### config.mk
export PLATFORM = sky130hd
export DESIGN_NAME = mem_port_arbiter
export DESIGN_NICKNAME = d
export VERILOG_FILES = /design/src/rtl/cpu_pkg.sv /design/src/rtl/mem_arb_select.sv /design/src/rtl/mem_port_arbiter.sv
export SDC_FILE = /design/constraint.sdc
export NUM_CORES = 1
export LEC_CHECK = 0
export BUFFER_PORTS_ARGS = -buffer_cell sky130_fd_sc_hd__buf_2
export CORE_UTILIZATION = 30
export DETAILED_ROUTE_END_ITERATION = 6
export PLACE_DENSITY_LB_ADDON = 0.05
export SLEW_MARGIN = 20
export SYNTH_ARGS = -nofsm -noshare
export SYNTH_HDL_FRONTEND = slang
export SYNTH_SLANG_ARGS = --single-unit
### constraint.sdc
create_clock -name clock -period 2.9 [get_ports clock]
set_clock_uncertainty 0.2 [all_clocks]
set_input_delay 0.58 -clock clock [delete_from_list [all_inputs] [get_ports clock]]
set_output_delay 0.58 -clock clock [all_outputs]
set_load 0.02 [all_outputs]
### src/rtl/cpu_pkg.sv
// Types and defaults shared by the memory port arbiter and its select unit.
package cpu_pkg;

  localparam int unsigned DefDataW = 16;
  localparam int unsigned DefAddrW = 16;
  localparam int unsigned CntW     = 3;

  typedef enum logic [1:0] {
    StIdle,
    StIssue,
    StWait
  } arb_state_e;

  typedef enum logic {
    OwnIf,
    OwnD
  } owner_e;

endpackage

### src/rtl/mem_arb_select.sv
// Data-first winner selection with a saturating fetch-starvation counter.
module mem_arb_select
  import cpu_pkg::*;
#(
  parameter int unsigned STARVE_MAX = 4
) (
  input  logic   clk_i,
  input  logic   rst_i,
  input  logic   if_req_i,
  input  logic   d_req_i,
  input  logic   if_gnt_i,
  input  logic   d_gnt_i,
  output owner_e winner_o
);

  localparam int unsigned SW = ($clog2(STARVE_MAX + 1) > 0) ? $clog2(STARVE_MAX + 1) : 1;
  localparam logic [SW-1:0] StarveMax = SW'(STARVE_MAX);

  logic [SW-1:0] starve_q, starve_d;
  logic          starved;

  always_comb begin
    starved  = if_req_i && (starve_q == StarveMax);
    winner_o = (d_req_i && !starved) ? OwnD : OwnIf;
  end

  // Only data grants that overtake a waiting fetch count toward the limit.
  always_comb begin
    starve_d = starve_q;
    if (!if_req_i || if_gnt_i) begin
      starve_d = '0;
    end else if (d_gnt_i && (starve_q != StarveMax)) begin
      starve_d = starve_q + SW'(1);
    end
  end

  always_ff @(posedge clk_i or posedge rst_i) begin
    if (rst_i) begin
      starve_q <= '0;
    end else begin
      starve_q <= starve_d;
    end
  end

endmodule

### src/rtl/mem_port_arbiter.sv
// Shares one memory port between the fetch and load/store requesters, one
// transaction at a time, returning read data with a single-cycle valid pulse.
module mem_port_arbiter
  import cpu_pkg::*;
#(
  parameter int unsigned DATA_W     = DefDataW,
  parameter int unsigned ADDR_W     = DefAddrW,
  parameter int unsigned MEM_LAT    = 2,
  parameter int unsigned STARVE_MAX = 4
) (
  input  logic              clock,
  input  logic              reset,
  input  logic              if_req,
  input  logic [ADDR_W-1:0] if_addr,
  output logic              if_gnt,
  output logic              if_rvalid,
  output logic [DATA_W-1:0] if_rdata,
  input  logic              d_req,
  input  logic              d_we,
  input  logic [ADDR_W-1:0] d_addr,
  input  logic [DATA_W-1:0] d_wdata,
  output logic              d_gnt,
  output logic              d_rvalid,
  output logic [DATA_W-1:0] d_rdata,
  output logic              mem_en,
  output logic              mem_we,
  output logic [ADDR_W-1:0] mem_addr,
  output logic [DATA_W-1:0] mem_wdata,
  input  logic [DATA_W-1:0] mem_rdata,
  output logic              busy
);

  arb_state_e        state_q;
  owner_e            owner_q;
  owner_e            winner;
  logic [CntW-1:0]   cnt_q;
  logic              if_gnt_q, d_gnt_q, if_rvalid_q, d_rvalid_q;
  logic              mem_en_q, mem_we_q, busy_q;
  logic [ADDR_W-1:0] mem_addr_q;
  logic [DATA_W-1:0] mem_wdata_q, if_rdata_q, d_rdata_q;

  mem_arb_select #(
    .STARVE_MAX (STARVE_MAX)
  ) u_select (
    .clk_i    (clock),
    .rst_i    (reset),
    .if_req_i (if_req),
    .d_req_i  (d_req),
    .if_gnt_i (if_gnt_q),
    .d_gnt_i  (d_gnt_q),
    .winner_o (winner)
  );

  // Strobes are set on entry to StIssue so they are high for exactly that cycle.
  always_ff @(posedge clock or posedge reset) begin
    if (reset) begin
      state_q     <= StIdle;
      owner_q     <= OwnIf;
      cnt_q       <= '0;
      if_gnt_q    <= 1'b0;
      d_gnt_q     <= 1'b0;
      if_rvalid_q <= 1'b0;
      d_rvalid_q  <= 1'b0;
      mem_en_q    <= 1'b0;
      mem_we_q    <= 1'b0;
      busy_q      <= 1'b0;
      mem_addr_q  <= '0;
      mem_wdata_q <= '0;
      if_rdata_q  <= '0;
      d_rdata_q   <= '0;
    end else begin
      if_gnt_q    <= 1'b0;
      d_gnt_q     <= 1'b0;
      if_rvalid_q <= 1'b0;
      d_rvalid_q  <= 1'b0;
      mem_en_q    <= 1'b0;
      mem_we_q    <= 1'b0;
      unique case (state_q)
        StIdle: begin
          if (if_req || d_req) begin
            state_q  <= StIssue;
            busy_q   <= 1'b1;
            owner_q  <= winner;
            mem_en_q <= 1'b1;
            if (winner == OwnD) begin
              d_gnt_q     <= 1'b1;
              mem_we_q    <= d_we;
              mem_addr_q  <= d_addr;
              mem_wdata_q <= d_wdata;
            end else begin
              if_gnt_q    <= 1'b1;
              mem_addr_q  <= if_addr;
              mem_wdata_q <= '0;
            end
          end
        end
        StIssue: begin
          if (mem_we_q) begin
            state_q <= StIdle;
            busy_q  <= 1'b0;
          end else begin
            state_q <= StWait;
            cnt_q   <= CntW'(MEM_LAT);
          end
        end
        StWait: begin
          cnt_q <= cnt_q - CntW'(1);
          if (cnt_q == CntW'(1)) begin
            state_q <= StIdle;
            busy_q  <= 1'b0;
            if (owner_q == OwnD) begin
              d_rdata_q  <= mem_rdata;
              d_rvalid_q <= 1'b1;
            end else begin
              if_rdata_q  <= mem_rdata;
              if_rvalid_q <= 1'b1;
            end
          end
        end
        default: begin
          state_q <= StIdle;
          busy_q  <= 1'b0;
        end
      endcase
    end
  end

  assign if_gnt    = if_gnt_q;
  assign d_gnt     = d_gnt_q;
  assign if_rvalid = if_rvalid_q;
  assign d_rvalid  = d_rvalid_q;
  assign if_rdata  = if_rdata_q;
  assign d_rdata   = d_rdata_q;
  assign mem_en    = mem_en_q;
  assign mem_we    = mem_we_q;
  assign mem_addr  = mem_addr_q;
  assign mem_wdata = mem_wdata_q;
  assign busy      = busy_q;

endmodule

==> results by group <==
Power
  – P_leak: 0.00220 uW
  – Power Total: 4850 uW
  – Power per unit of standard cell area: 1100 nW/um2
  – IR drop worst, VDD: 387 uV

Setup path
  – CP Data Arrival Time: 2200 ps
  – Worst-path fanout max: 20
  – CP Class: register to register
  – Worst EP required: 2990 ps
  – CP Launch Type: register
  – CP Capture Type: register

STA
  – RSZ-0062 raised after global routing: false
  – Slew of the pin with the lowest slew margin: 943 ps
  – Final Hold Slack: 38.2 ps
  – Worst slew margin: 0.369
  – F_max: 473 MHz
  – Period minus WS final: 2110 ps
  – Hold Fails Final Rpt: 0
  – Post-route setup slack: 788 ps
  – Tcrit/Tclk final: 0.728
  – Max Slew Vio Count: 0
  – Setup violators final: 0
  – Final TNS setup: 0 ps

Global routing
  – GRT overflow: 0
  – Pin count of the biggest net entering global routing: 35
  – Initial antenna violation count: 0
  – GRT Resource Usage Total: 0.153
  – Number of global-route vias before repair: 2609
  – First-pass GRT wire length: 13600 um

Yosys
  – Post-synth top cells: 80 x dfrtp_1, 23 x mux2_2, 16 x a22o_1, 16 x nand3_1
  – Largest cells by area after synthesis: dfrtp_1 59%, mux2_2 7.7%, a22o_1 4.2%
  – Syn Nets: 334
  – Post-Syn Area: 3370 um2
  – Synth Warn #: 0
  – Ys async rst share: 1.00
  – Most frequent cell after synthesis: dfrtp_1
  – Number of synthesized flops with an enable pin: 0
  – Most used DFF post-synth: dfrtp_1
  – Synth top area share: 0.593
  – Cell type with the largest total area after synthesis: dfrtp_1
  – Cell variety after synth: 40
  – Post-Synthesis Mean Instance Area: 12.9 um2
  – Post-synthesis cell count: 261
  – Seq cells post-synth: 80
  – Sequential fraction of the synthesis area: 0.593

Clock network
  – Later-pin clock latency in the skew report: 350 ps
  – Inserted Clock Buffers: 9
  – Post_cts resized: 0
  – Post-CTS setup buffers: 0
  – Clock sink count: 80
  – Root Driver: clkbuf_8
  – Max clock buf depth: 2
  – H-tree depth: 3
  – # hold bufs at CTS: 0
  – Clock-pin slew on the worst setup and hold paths: 80 ps
  – TritonCTS clock tree: done

Cells and area
  – Fillers: 1090
  – Antenna cells: 0
  – Area Overhead vs Synth: 30.6%
  – Nets: 472
  – Register area: 2000 um2
  – Fraction of layout cells with a size suffix above 1: 0.502
  – Area of the multi-input gates: 1230 um2

Routing
  – DR DRC count: 0
  – DRT antenna net count: 0
  – Initial DRC count: 118
  – Average wire per standard cell: 15.5 um
  – Total number of vias: 2591
  – Vias per cell: 4.76
  – DRT Pass-1 Iters: 4
  – Detailed Route WL: 8420 um

Floorplanning
  – Initial Util: 0.310
  – Area of the die: 11700 um2
  – Placement Rows: 38
  – Die Wd: 108 um
  – # IOs: 140
  – Core Area: 10900 um2
  – Die height: 108 um

Min path
  – Hold Path Class: input port to async pin

Run
  – Max-cap violations: 0

Placement
  – Post-DP HPWL: 5920 um
  – Port Buffers: 139
  – Final RePlAce weighted congestion: 0.739
  – Post-placement setup slack: 608 ps

Status
  – Status: finished clean
## through the flow
step | util | cell area (um2) | std cells
after CTS | 0.405 | 4410 | 544
after detailed placement | 0.387 | 4210 | 528
after global placement | 0.387 | 4210 | 528
after floorplan | - | 3370 | 261
after global routing | 0.405 | 4410 | 544
final | 0.405 | 4410 | 544
## final cells by class
cell class	count	share of cell area
well taps	140	0.0397
clock inverters	5	0.0128
repair buffers	146	0.173
inverters	11	0.00965
multi-input cells	151	0.279
clock buffers	11	0.0321
flip-flops and latches	80	0.454
## logic make-up (layout without fill, tap and decap cells)
logic type / count (synthesis) / in the layout / share of synthesized area
AOI/OAI and AO/OA: 60 / 60 / 0.128
DFF: 80 / 80 / 0.593
and+or+nand+nor: 52 / 52 / 0.0953
buffers and inverters: 30 / 173 / 0.0430
muxes: 34 / 34 / 0.123
adders and majority gates: 4 / 4 / 0.0148
xor gates and xnor gates: 1 / 1 / 0.00260
## critical path, stage by stage, from the launching register on
cell     delay (ps)
dfrtp_1         490
nor2_2          360
and3_1          750
a221o_1         250
## placed cells by master, fill, tap and decap left out, types with 9 or more instances in the layout
| cell type | Yosys | routed |
|---|---|---|
| o21ai_0 | 15 | 15 |
| nand3_1 | 16 | 16 |
| clkbuf_8 | 0 | 10 |
| dfrtp_1 | 80 | 80 |
| inv_1 | 11 | 10 |
| o211ai_1 | 15 | 15 |
| buf_2 | 7 | 139 |
| mux2_2 | 23 | 23 |
| mux2_4 | 9 | 9 |
| nand4_1 | 15 | 15 |
| a22o_1 | 16 | 16 |
## power breakdown
group | total [uW] | internal, uW | switching [uW]
Sequential | 1880 | 1600 | 280
Clock | 827 | 420 | 407
Combinational | 2140 | 870 | 1270
## path summary, 6_finish.rpt
check,start,to,slack [ps],depth (start not counted)
min in group clock,d_we,mem_we,240,2
max reg2reg,state_q[1],mem_addr[15],790,3
min reg2reg,if_rdata[13],if_rdata[13],310,1
max,state_q[1],mem_addr[15],790,3
min,reset,mem_wdata[13],40,2
max in group asynchronous,reset,mem_addr[7],1790,3
## registers in the layout, indices dropped and copies added, names as in the netlist, 2 cells and up
name / flops
mem_addr: 16
mem_wdata: 16
u_select.starve_q: 3
state_q: 2
if_rdata: 16
d_rdata: 16
cnt_q: 3
## per-layer routing
metal,vias up,track usage,share of wire,wire [um]
met5,-,0,0,0
met4,0,0.0440,0.010,87
met3,6,0.0561,0.078,657
met2,101,0.241,0.47,3920
met1,1253,0.197,0.45,3750
li1,1231,-,-,-
No activity file was read; power rests on OpenSTA's default activity.
